**src/rtl/tone_player.sv**
```systemverilog
// Tone player: takes one note (prescale, duration) per handshake and plays it as a square wave
// and phase sample. A fixed silent gap follows, then note_done pulses.
module tone_player #(
    parameter int PRESCALE_W   = 10,
    parameter int PHASE_W      = 8,
    parameter int DUR_W        = 16,
    parameter int TICKS_PER_MS = 25000,
    parameter int GAP_MS       = 10
) (
    input  logic                  clk,
    input  logic                  reset,
    input  logic                  note_valid,
    output logic                  note_ready,
    input  logic [PRESCALE_W-1:0] preScaleValue,
    input  logic [DUR_W-1:0]      duration_ms,
    input  logic                  stop,
    output logic                  sound_wave,
    output logic [PHASE_W-1:0]    sample,
    output logic                  playing,
    output logic                  note_done
);

    localparam int TICK_W = (TICKS_PER_MS > 1) ? $clog2(TICKS_PER_MS) : 1;

    typedef enum logic [1:0] {
        IDLE = 2'd0,
        PLAY = 2'd1,
        GAP  = 2'd2
    } state_t;

    state_t                state, state_nxt;
    logic [PRESCALE_W-1:0] presc_q;
    logic [PRESCALE_W-1:0] pcnt;
    logic [PHASE_W-1:0]    phase;
    logic [TICK_W-1:0]     tick;
    logic [DUR_W-1:0]      ms_left;
    logic                  accept;
    logic                  ms_wrap;
    logic                  last_ms;
    logic                  done_nxt;

    // stop in IDLE swallows a concurrent request
    assign accept  = note_valid && (state == IDLE) && !stop;
    assign ms_wrap = (tick == TICK_W'(TICKS_PER_MS - 1));
    assign last_ms = ms_wrap && (ms_left == DUR_W'(1));

    always_ff @(posedge clk) begin
        if (reset) begin
            state <= IDLE;
        end else begin
            state <= state_nxt;
        end
    end

    always_comb begin
        state_nxt = state;
        done_nxt  = 1'b0;
        case (state)
            IDLE: begin
                if (accept) begin
                    if (duration_ms != '0) begin
                        state_nxt = PLAY;
                    end else begin
                        done_nxt = 1'b1;
                    end
                end
            end
            PLAY: begin
                if (stop) begin
                    state_nxt = IDLE;
                end else if (last_ms) begin
                    if (GAP_MS == 0) begin
                        state_nxt = IDLE;
                        done_nxt  = 1'b1;
                    end else begin
                        state_nxt = GAP;
                    end
                end
            end
            GAP: begin
                if (stop) begin
                    state_nxt = IDLE;
                end else if (last_ms) begin
                    state_nxt = IDLE;
                    done_nxt  = 1'b1;
                end
            end
            default: state_nxt = IDLE;
        endcase
    end

    always_ff @(posedge clk) begin
        if (reset) begin
            presc_q   <= '0;
            pcnt      <= '0;
            phase     <= '0;
            tick      <= '0;
            ms_left   <= '0;
            note_done <= 1'b0;
        end else begin
            note_done <= done_nxt;
            if (accept) begin
                presc_q <= preScaleValue;
                pcnt    <= '0;
                phase   <= '0;
                tick    <= '0;
                ms_left <= duration_ms;
            end else if (state != IDLE) begin
                tick <= ms_wrap ? '0 : tick + TICK_W'(1);
                // the ms counter is reloaded with the gap length on the PLAY->GAP edge
                if (ms_wrap) begin
                    ms_left <= (state == PLAY && last_ms) ? DUR_W'(GAP_MS)
                                                          : ms_left - DUR_W'(1);
                end
                if (state == PLAY && presc_q != '0) begin
                    if (pcnt == presc_q - PRESCALE_W'(1)) begin
                        pcnt  <= '0;
                        phase <= phase + PHASE_W'(1);
                    end else begin
                        pcnt <= pcnt + PRESCALE_W'(1);
                    end
                end
            end
        end
    end

    // a rest (prescale 0) never steps the phase, so it stays silent here
    assign note_ready = (state == IDLE);
    assign playing    = (state != IDLE);
    assign sample     = (state == PLAY) ? phase : '0;
    assign sound_wave = (state == PLAY) && phase[PHASE_W-1];

endmodule

```
**config.mk**
```make
export PLATFORM = sky130hd
export DESIGN_NAME = tone_player
export DESIGN_NICKNAME = d
export VERILOG_FILES = /design/src/rtl/tone_player.sv
export SDC_FILE = /design/constraint.sdc
export NUM_CORES = 1
export LEC_CHECK = 0
export ABC_AREA = 0
export CORE_ASPECT_RATIO = 0.9
export CORE_MARGIN = 3
export CORE_UTILIZATION = 40
export CTS_BUF_LIST = sky130_fd_sc_hd__clkbuf_16
export CTS_CLUSTER_DIAMETER = 200
export DETAILED_ROUTE_END_ITERATION = 8
export HOLD_SLACK_MARGIN = 0.1
export SYNTH_ARGS = -nofsm -noshare
export SYNTH_HDL_FRONTEND = slang
export SYNTH_SLANG_ARGS = --single-unit
```
**constraint.sdc**
```tcl
create_clock -name clk -period 2.4 [get_ports clk]
set_clock_uncertainty 0.2 [all_clocks]
set_input_delay 0.48 -clock clk [delete_from_list [all_inputs] [get_ports clk]]
set_output_delay 0.48 -clock clk [all_outputs]
set_load 0.02 [all_outputs]
```
---- Yosys cells after proc, flatten, opt, wreduce, memory -nomap -nowiden ----
Cells that the tools add are included.
word-level totals
  flip-flop bits (word level) ............. 62
  bits of input ports ..................... 30
  output and inout port bits .............. 12
operators by class
  $add $sub $neg .......................... 5
  equality and inequality tests ........... 9
  mux-type cells .......................... 19
  reductions and logical operators ........ 18
operators with widths
  operator                                                              number
  16-bit two-way mux                                                    4
  16-bit by 1-bit == test with 1-bit output, second input constant      1
  16-bit nonzero test                                                   1
  16-bit by 1-bit subtractor with 16-bit output, second input constant  1
  15-bit by 1-bit adder with 15-bit output, second input constant       1
  15-bit == test, second input constant                                 1
  15-bit two-way mux                                                    1
  2-bit two-way mux                                                     6
  10-bit by 1-bit adder with 10-bit output, second input constant       1
  10-bit == test                                                        1
  10-bit two-way mux                                                    1
  10-bit nonzero test                                                   1
  10-bit by 1-bit subtractor with 10-bit output, second input constant  1
  8-bit by 1-bit adder with 8-bit output, second input constant         1
  8-bit two-way mux                                                     1
  1-bit logical AND                                                     6
  3-bit != test, second input constant                                  2
  2-bit one-hot mux with 3 select lines                                 1
  2-bit nonzero test                                                    3
  1-bit two-way mux                                                     4
  2-bit by 1-bit != test with 1-bit output, second input constant       2
  2-bit AND reduction                                                   2
  4-bit AND reduction                                                   1
  3-bit AND reduction                                                   1
  other kinds (6)                                                       6

---- Longest topological paths before layout ----
Gate-level depths: netlist of the first run.
  word-level depth ........................ 7
  depth in mapped cells ................... 9
  mapped depth without buffers ............ 8

---- Worst setup path after synthesis of the first run ----
OpenSTA, ideal clock, no wires.
  path type ............................... reg2reg
  from .................................... register ms_left[8]
  to ...................................... register ms_left[1]
  library setup time ...................... 0.068 ns
  arrival ................................. 2.258 ns
  data required time ...................... 2.132 ns
  path slack .............................. -0.126 ns
  stages on the path, launching flop included .. 8
  path through ............................ dfxtp_1 > or4_1 > buf_2 > or4_4 > nor3_4 > a21oi_2 > a221o_1 > o21ai_2
on the way
  longest elaborated chain between the ends .. 7
RTL lines
  item                                       RTL line  source
  start: declaration                         36        logic [DUR_W-1:0] ms_left;
  start signal: assignment                   107       ms_left <= duration_ms;
  start signal: assignment                   112       ms_left <= (state == PLAY && last_ms) ? DUR_W'(GAP_MS)
  16-bit by 1-bit == test with 1-bit output  45        assign last_ms = ms_wrap && (ms_left == DUR_W'(1));
  1-bit logical AND                          45
  1-bit logical AND                          112
  16-bit two-way mux                         112
  16-bit two-way mux                         111       if (ms_wrap) begin
  16-bit two-way mux                         108       end else if (state != IDLE) begin
  16-bit two-way mux                         102       if (accept) begin
No other way between the ends. The select of a mux whose other input is x is not followed.
A chain may end at the register's enable or synchronous reset.

---- Worst setup path after layout of the first run ----
Ends and elaborated chain as after synthesis.

==> results by group, run 1 <==
Synth
  • Async set or reset register ratio after synthesis: 0%
  • Unique cell type count in the Yosys netlist: 57
  • Simple-Gate Fraction of Synth Area: 31.9%
  • Xor/xnor share of the synthesized area: under 10%
  • Part of the Yosys area used for sequential elements: 36.1%
  • Synth Area per Inst: ~8.0 µm²
  • Synth Net Count: approximately 470
  • Post-Syn Area: between 3000 and 4000 µm²
  • FF+latch count, synth: between 60 and 70
  • Compound-gate portion of the synthesized area: 14.8%
  • Post-synthesis mux area share: 3.20%
  • Commonest register cell after synthesis: dfxtp_1
  • Synth Area in Adders: under 10%
  • Synth Warn #: 0
  • Largest family of logic cells by synthesized area: simple AND/OR/NAND/NOR gates
  • Post-synth EDFFs: 0
  • Synth Instances: 430

Global route
  • Vias in the first global route: roughly 3,300
  • Gr usage total: 19.3%
  • Overflow after GRT: 0
  • Largest net degree at the start of global routing: 28
  • Wire length of the first global-routing pass: approximately 15,000 µm
  • Initial antenna violation count: 0

Cells and area
  • Finished Layout Cells: 625
  • Final core utilization: 56.5%
  • # diodes: 0
  • Fraction of layout instances using a drive strength above 1: ~17%
  • Design area: between 4000 and 5000 µm²
  • Final net count: between 500 and 600
  • Syn-to-layout area delta: 35.0%
  • Fillers: 790

STA
  • Unrepaired setup endpoints after global routing: true
  • Count of final setup violators: 5
  • Setup ws final: -74.1 ps
  • Final period utilization: 103%
  • Hold Vio Cnt, Final: 0
  • Min Tclk post-route: about 2500 ps
  • FMAX: between 400 and 500 MHz
  • WHS: around 270 ps
  • Final Max Tran Viols: 0
  • Slew @ Worst Pin: approximately 630 ps
  • Slew Limit Headroom: between 50 and 60%

Worst setup path
  • Critical path required time: around 2500 ps
  • Crit Path Category: reg2reg
  • Startpoint Class: flop
  • Worst path arrival time: between 2000 and 3000 ps
  • Crit. End Element: flop
  • Max FO, Critical Path: 6

Power
  • PwrDens: between 600 and 700 nW/µm²
  • Leakage power: approximately 0.0018 µW
  • Int Power: between 2000 and 2500 µW
  • Comb pwr share: 16.2%
  • Clock power share: approximately 45%
  • Max VDD drop: between 0.3 and 0.4 mV
  • Flop pwr share: 39.1%
  • Sw frac: about a quarter
  • Net Switching: roughly 740 µW

Job
  • Max Cap Viol: 0

Die
  • Die X: between 100 and 150 µm
  • Die height: 94.0 µm
  • Core box area: a little over 8000 µm²
  • Row cnt: 31
  • Starting density of the core: about two fifths
  • # IOs: 42
  • Die ar.: about 10000 µm²

Routing
  • Via Count: 3,414
  • Post-route DRC: 0
  • Vias per std cell: between 5 and 6
  • Initial DRC Count: 132
  • WL final: slightly above 9000 µm
  • Antenna-violating nets left: 0
  • DR pass1 iterations: 4
  • Drt wl/cell: roughly 15 µm

Clock network
  • Root Driver: clkbuf_16
  • Reg clk slew, reported paths: 60 ps
  • CTS Sinks: 62
  • H-tree Lvls: 3
  • Total CTS buffers: 9
  • Hold-fix buffers, CTS: 0
  • Worst-skew pair later-pin latency: 330 ps
  • Clock Tree Buf Depth: 2
  • TritonCTS clock tree: done

Placed design
  • Dpl hpwl: about 6700 µm
  • Port Buf Inserts: 41
  • # placed instances: 607
  • RePlAce Congestion: 0.857
  • Placed instance area: roughly 4200 µm²

Hold path
  • Hold Crit Class: reg2reg

Run status
  • Failing checks: negative setup slack
  • Status: complete, but fails checks
[cell usage after synthesis, types with 5 or more instances]
master	number	area share [%]
a21oi_1	26	3.8
a22oi_1	6	1.3
a31oi_1	7	1.3
and2_1	11	2.0
and3_1	5	0.91
clkbuf_1	15	1.6
dfxtp_1	62	36
ha_1	6	2.2
inv_1	12	1.3
mux2i_1	11	3.2
nand2_1	62	6.8
nand3_1	7	1.0
nand4_1	18	3.3
nor2_1	35	3.8
nor3_1	23	3.3
nor4_1	13	2.4
o21ai_0	11	1.6
or3_1	9	1.6
xnor2_1	14	3.6
xor2_1	19	4.8
[final timing paths]
kind,start,to,slack [ps],cells past startpoint
setup reg to reg,ms_left[8],ms_left[1],-70,6
hold / removal,phase[7],phase[7],270,2
hold reg to reg,phase[7],phase[7],270,2
setup / recovery,ms_left[8],ms_left[1],-70,6
[what timing repair did]
item / CTS / global route
resized for setup: 17 / 24
buffers inserted: 1 / 1
hold endpoints to repair: 0 / 0
endpoints found under the setup margin: 42 / 35
pin swaps: 1 / 8
[critical path, cell delays in order, from the launching register on]
cell and delay [ps]:
dfxtp_2 320, or4_4 530, or4_4 480, nor3_4 310, a21oi_4 150, a221o_1 350, o21ai_2 60
[cells in the final DEF, fill, tap and decap left out, types with 5 or more instances in the layout]
master / n
nand2_1: 61
dfxtp_1: 61
buf_4: 39
nor2_1: 34
clkdlybuf4s50_1: 31
a21oi_1: 25
xor2_1: 19
nor3_1: 19
nand4_1: 18
xnor2_1: 14
inv_1: 13
mux2i_1: 11
dlygate4sd2_1: 10
and2_1: 9
or3_1: 9
o21ai_0: 9
clkbuf_16: 9
nor4_1: 8
nand3_1: 7
a31oi_1: 7
ha_1: 6
nor4_2: 5
a22oi_1: 5
and3_1: 5
[power by group through the flow]
stage | Combinational [µW] | Clock [µW] | Sequential [µW]
after floorplan | 247 | 0 | 1110
after global placement | 415 | 0 | 1110
after detailed placement | 419 | 0 | 1120
after CTS | 426 | 1270 | 1090
after global routing | 494 | 1310 | 1100
final | 453 | 1250 | 1100
[logic make-up after synthesis]
family | Yosys count
xor gates and xnor gates | 33
AOI/OAI and AO/OA | 78
muxes | 11
buffers and inverters | 30
adders and majority gates | 6
and+or+nand+nor | 210
DFF | 62
[stage by stage]
stage / setup TNS [ps] / worst slack, ps / total power, µW
after floorplan: -49.5 / -49.5 / 1360
after global placement: -43.0 / -30.3 / 1530
final: -164 / -74.1 / 2800
after detailed placement: -990 / -178 / 1530
after CTS: -29.4 / -29.4 / 2790
after global routing: -797 / -118 / 2910
[sequential cells by signal, summed over array words and instances (netlist names)]
signal     count
pcnt          10
presc_q       10
tick          15
note_done      1
state          2
ms_left       16
phase          8
[routing by layer]
metal	vias to the layer above	wire length [µm]	track usage, %
met1	1628	4440	25.1
met4	0	35	4.21
met5	-	0	0
li1	1709	-	-
met2	72	4480	32.6
met3	5	376	4.74
[cell type report]
cell class              count  area, µm²  area share, %
repair buffers             82        722           15.5
clock inverters             7       56.3           1.21
inverters                  12       45.0          0.969
well taps                 115        144           3.10
clock buffers               9        225           4.85
multi-input cells         338       2210           47.6
flip-flops and latches     62       1240           26.7
Note: power is estimated with default switching activity, not from simulation.
==> run 2, diff against run 1 <==
ABC_AREA = 1   (was 0)
CORE_UTILIZATION = 45   (was 40)
PLACE_DENSITY = 0.69   (was not set)
==> run 2 against run 1 <==
Via count is 14% higher. Synthesized area increased by 7.4%. Global-route usage rose by 2.4 points. Register-to-register slack better by 270 ps. Critical path depth fell by 3. Setup slack better by 180 ps. Critical endpoint is now note_ready. The run now ends clean. Largest cell class unchanged.
==> results by group, run 2 <==
Clock network
  • Worst-skew pair later-pin latency: roughly 330 ps
  • Clock Tree Buf Depth: 2
  • TritonCTS clock tree: done
  • Hold-fix buffers, CTS: 0
  • CTS Sinks: 62
  • Reg clk slew, reported paths: ~60 ps
  • H-tree Lvls: 3
  • Total CTS buffers: 9
  • Postcts setup bufs: 0
  • Root Driver: clkbuf_16

STA
  • Slew Limit Headroom: 71.7%
  • FMAX: between 400 and 500 MHz
  • Hold Vio Cnt, Final: 0
  • Count of final setup violators: 0
  • Min Tclk post-route: around 2300 ps
  • Final Max Tran Viols: 0
  • Slew @ Worst Pin: between 400 and 500 ps
  • Final period utilization: a little over nine tenths

Synth
  • Proportion of netlist area held by the largest area contributor: 33.6%
  • FF+latch count, synth: 62
  • Biggest area consumer among synthesized cells: dfxtp_1
  • Synth Instances: approximately 590
  • Unique cell type count in the Yosys netlist: 29
  • Part of the Yosys area used for sequential elements: 33.6%
  • Most instantiated cells after synthesis: nand2_1 (151), nor2_1 (84), inv_1 (83)
  • Commonest register cell after synthesis: dfxtp_1
  • Post-Syn Area: 3700 µm²
  • Synth Net Count: 630
  • Area contributors post-synth: dfxtp_1 (34%), nand2_1 (15%), nor2_1 (8.5%), inv_1 (8.4%), nand3_1 (6.4%)
  • Synth Area per Inst: between 6 and 7 µm²
  • Async set or reset register ratio after synthesis: 0%
  • Leading cell type by number of instances after synthesis: nand2_1
  • Synth Warn #: 0
  • Post-synth EDFFs: 0

Worst setup path
  • Reg2reg start: presc_q[0]
  • CP Launch Point: state[0]
  • Critical path required time: ~1700 ps
  • Worst path arrival time: about 1600 ps
  • Crit Path Category: reg2out
  • Crit. End Element: output pin
  • Startpoint Class: flop
  • Max FO, Critical Path: 7

Power
  • PwrDens: ~690 nW/µm²
  • Max VDD drop: roughly 0.45 mV
  • Leakage power: 0.00207 µW

Routing
  • Initial DRC Count: 200
  • Drt wl/cell: ~13 µm
  • Vias per std cell: 5.16
  • Via Count: slightly below 4,000
  • WL final: 9600 µm
  • DR pass1 iterations: 4
  • Post-route DRC: 0
  • Antenna-violating nets left: 0

Die
  • Die ar.: between 9000 and 10,000 µm²
  • # IOs: 42
  • Core box area: slightly below 8000 µm²
  • Starting density of the core: 47.6%
  • Die height: about 92 µm
  • Row cnt: 30
  • Die X: ~100 µm

Global route
  • Largest net degree at the start of global routing: 22
  • Vias in the first global route: approximately 3,700
  • Wire length of the first global-routing pass: 16,400 µm
  • Initial antenna violation count: 0
  • Overflow after GRT: 0
  • Gr usage total: a little over a fifth

Placed design
  • Placed instance area: ~4300 µm²
  • RePlAce Congestion: about 0.87
  • Port Buf Inserts: 41
  • Dpl hpwl: approximately 7200 µm

Cells and area
  • Design area: between 4000 and 5000 µm²
  • Register with the most flip-flops: ms_left
  • Fraction of layout instances using a drive strength above 1: roughly 7.6%
  • # diodes: 0
  • Final core utilization: roughly three fifths
  • Multi-input gate area: around 2100 µm²
  • Commonest non-fill, non-tap cell in the layout: nand2_1
  • Biggest regs: ms_left x16, tick x15
  • Final net count: about 700
  • Fillers: 759
  • Storage cell area: about 1200 µm²
  • Max reg flops: 16
  • Syn-to-layout area delta: 25.9%
  • Most frequent cells in the layout: nand2_1 (151), inv_1 (82), nor2_1 (82)

Hold path
  • Min-delay src: tick[14]
  • Hold Crit Class: reg2reg

Run status
  • Status: finished, final reports clean

Job
  • Max Cap Viol: 0
[run 2: cell types whose count changed after synthesis, moves of 12 or more]
cell / delta
nand2_1: +89
nand4_1: -12
o21ai_0: +15
inv_1: +71
a21oi_1: +16
nand3_1: +40
nor2_1: +49
[run 2: per-stage QoR]
stage	setup TNS, ps	instances	setup WS, ps	hold slack (ps)	total power (µW)
after floorplan	0	594	321	221	1500
after global placement	0	734	146	229	1650
after detailed placement	0	734	68.5	236	1670
after CTS	0	750	54.6	246	3230
after global routing	-17.1	751	-10.6	301	3360
final	0	751	103	246	3210
[run 2: cells by family (layout without fill, tap and decap cells)]
logic type | Yosys count | after routing | synth area share, %
AND/OR/NAND/NOR | 326 | 327 | 37.5
buffers and inverters | 99 | 159 | 10.4
AO/OA/AOI/OAI | 75 | 75 | 10.3
flip-flops | 62 | 62 | 33.6
XOR/XNOR | 26 | 26 | 6.16
adder cells (fa/ha/maj) | 6 | 6 | 2.03
[run 2: report_power, final]
| part | internal, µW | leakage [µW] | switching (µW) |
|---|---|---|---|
| Sequential | 1070 | 0.000504 | 36.0 |
| Clock | 1030 | 0.000173 | 519 |
| Combinational | 212 | 0.00139 | 343 |
[run 2: what timing repair did]
action,CTS,global route
endpoints found under the setup margin,9,20
gates resized for setup,10,9
pin swaps,0,2
cloned,0,1
[run 2: area by class of cell]
| class | instances | area share (%) |
|---|---|---|
| tap | 96 | 2.58 |
| multi-input combinational | 434 | 45.2 |
| timing repair buffer | 54 | 10.7 |
| clock inverter | 7 | 2.74 |
| sequential | 62 | 26.7 |
| inverter | 89 | 7.20 |
| clock buffer | 9 | 4.84 |
[run 2: worst max-delay path: stages, from the launching register on]
cell and delay [ps]:
dfxtp_1 320, buf_4 140, nor2_4 190, clkdlybuf4s50_1 640
[run 2: metal layers]
layer | global-route usage [%] | wire [µm] | vias up
met5 | 0 | 0 | -
met4 | 6.87 | 220 | 0
met3 | 5.40 | 514 | 24
met2 | 35.8 | 4550 | 104
met1 | 27.7 | 4320 | 1753
li1 | - | - | 1997
[run 2: worst paths after layout]
path,end,slack [ps],depth (start not counted)
setup / recovery,note_ready,100,3
hold / removal,tick[14],250,2
setup reg to reg,phase[5],200,11
hold reg to reg,tick[14],250,2
==> run 3, diff against run 2 <==
SLEW_MARGIN = 20   (was not set)
==> results of run 3 <==
No change in the layout: final DEF, timing and power equal those of run 2.
==> RTL change (config.mk and constraints of run 3) <==
Encoding of `state_t`: now one-hot (3 bits for 3 states).
--- a/src/rtl/tone_player.sv
+++ b/src/rtl/tone_player.sv
@@ -23,8 +23,8 @@
     localparam int TICK_W = (TICKS_PER_MS > 1) ? $clog2(TICKS_PER_MS) : 1;
 
-    typedef enum logic [1:0] {
-        IDLE = 2'd0,
-        PLAY = 2'd1,
-        GAP  = 2'd2
+    typedef enum logic [2:0] {
+        IDLE = 3'b001,
+        PLAY = 3'b010,
+        GAP  = 3'b100
     } state_t;
 
Check against the original RTL: same outputs for any inputs over 10 cycles, from zero or initial values and one cycle with reset high; not proved beyond that.
==> RTL change against run 3 <==
Sequential cell count increased by 1; final area increased by 4.4%; synthesized area increased by 4.6%; count of clock-buffer cells in the layout unchanged; wire length increased by 0.86%; setup slack improved by 0.0066 ns; global-route usage decreased by 1.2 points; critical path depth increased by 2; final cell count increased by 4.9%; total power increased by 0.61%; largest power group unchanged.
==> RTL change: results (changes against run 3) <==
Global route
  – Initial antenna violation count: 0 (unchanged)
  – Largest net degree at the start of global routing: 28 (was 22)
  – Vias in the first global route: 3786 (was 3651)
  – Overall Global Routing Usage: 20.5% (was 21.7%)
  – Global-route wire length before repair: 16.6 mm (was 16.4 mm)

Timing
  – Hold Worst Slack: 0.272 ns (was 0.246 ns)
  – Relative max-transition margin: 73.8% (was 71.7%)

Routing
  – Drt first pass iters: 5 (was 4)
  – Iteration-0 DRC Markers: 209 (was 200)
  – Final Routed Wirelength: 9.68 mm (was 9.60 mm)
  – Vias per inst: 5.08 (was 5.16)

Placement
  – Routability Congestion: 0.916 (was 0.869)
  – Dpl hpwl: 7.32 mm (was 7.24 mm)
  – Post-DP Area: 0.00451 mm^2 (was 0.00427 mm^2)
  – Port bufs: 41 (unchanged)

Final layout
  – Final nets: 705 (was 686)
  – Fill cells: 782 (was 759)
  – Area of the multi-input gates: 0.00216 mm^2 (was 0.00211 mm^2)
  – Share of layout cells above drive strength 1: 8.17% (was 7.63%)
  – Diodes inserted: 0 (unchanged)
  – Top flop regs: ms_left: 16 flops, tick: 15 flops (unchanged)

Synth
  – Asr flop ratio synth: 0% (unchanged)
  – Post-synthesis sequential area ratio: 32.6% (was 33.6%)
  – Top area cells in the synthesized netlist: dfxtp_1, nand2_1, inv_1 (was dfxtp_1, nand2_1, nor2_1)
  – Mapped Nets: 642 (was 630)
  – Prevailing post-synth register cell: dfxtp_1 (unchanged)
  – Top cells by count, synth: nand2_1, inv_1, nor2_1 (was nand2_1, nor2_1, inv_1)
  – Unique masters post-synth: 32 (was 29)
  – Synth Warn #: 0 (unchanged)

Worst setup path
  – R2r startpoint: presc_q[0] (unchanged)
  – WP data arrival: between 1.5 and 2 ns
  – Critical Path Slowest Stage Cell: dfxtp_1 (was clkdlybuf4s50_1)
  – Largest delay share family, worst path: buffers and inverters (unchanged)
  – CP Max Fanout: 10 (was 7)
  – CP max stage delay: 0.37 ns (was 0.64 ns)
  – Worst reg2reg path depth: 9 (was 11)
  – Flop-to-flop setup slack: 0.27 ns (was 0.20 ns)
  – Worst R2R End: phase[2] (was phase[5])

CTS
  – Clk Latency, worst-skew pair: 0.33 ns (about the same)
  – H-tree levels: 3 (unchanged)
  – CTS Root Cell: clkbuf_16 (unchanged)
  – CTS clk-pin slew, worst paths: around 0.05 ns
  – Total CTS buffers: 9 (unchanged)
  – Longest Clk Path Bufs: 2 (unchanged)

Pwr
  – Worst VDD drop: 0.401 mV (was 0.448 mV)
  – LEAKAGE: 2.07 nW (about the same)

Min path
  – Hold EP: presc_q[1] (was tick[14])
  – Hold path cells: 2 (unchanged)
  – Hold_sp: presc_q[1] (was tick[14])
  – Hold Crit Class: reg2reg (unchanged)

Run status
  – Status: finished clean (unchanged)
RTL change: worst max-delay path by stage:
stage	start	to	slack (ns)	cells past startpoint
6_report	state[1]	sound_wave	0.11	5
4_1_cts	state[1]	sample[7]	0.04	5
5_1_grt	state[1]	sound_wave	-0.03	5
2_1_floorplan	state[1]	sample[7]	0.21	5
3_3_place_gp	state[1]	sound_wave	0.09	5
3_5_place_dp	state[1]	sample[7]	-0.008	5
RTL change: layout make-up:
type,instances,area share [%]
multi-input combinational,427,44.5
sequential,63,25.9
timing repair buffer,63,11.5
inverter,105,8.39
clock buffer,9,4.63
tap,115,2.96
clock inverter,6,2.08
RTL change: logic make-up after synthesis:
logic type,Yosys count,share of synthesized area (%)
compound gates,90,12.6
simple gates,304,35.1
xor+xnor,27,6.12
flops,63,32.6
buf+inv,116,11.7
fa+ha+maj,6,1.94
RTL change: per-stage QoR:
stage	TNS, ns	setup slack, ns	instances
2_1_floorplan	0	0.212	606
3_3_place_gp	0	0.0863	771
3_5_place_dp	-0.0107	-0.00793	771
4_1_cts	0	0.0439	787
5_1_grt	-0.0362	-0.0257	788
6_report	0	0.110	788
RTL change: what timing repair did:
action / 4_1_cts / 5_1_grt
buffers inserted: 1 / 1
pin swaps: 1 / 1
setup endpoints to repair: 11 / 26
gates resized for setup: 11 / 7
RTL change: report_power, final:
part           switching [mW]  internal (mW)  leakage, nW
clock network           0.447          0.996        0.162
logic                   0.395          0.261         1.39
registers              0.0383           1.09        0.512
total                   0.880           2.35         2.07
RTL change: layer usage:
layer,wire length (um),GRT usage (%),vias up,share of wire (%)
met1,4410,24.5,1801,46
met3,508,4.88,19,5.2
li1,-,-,2082,-
met2,4540,35.6,101,47
met5,0,0,-,0
met4,223,8.97,0,2.3
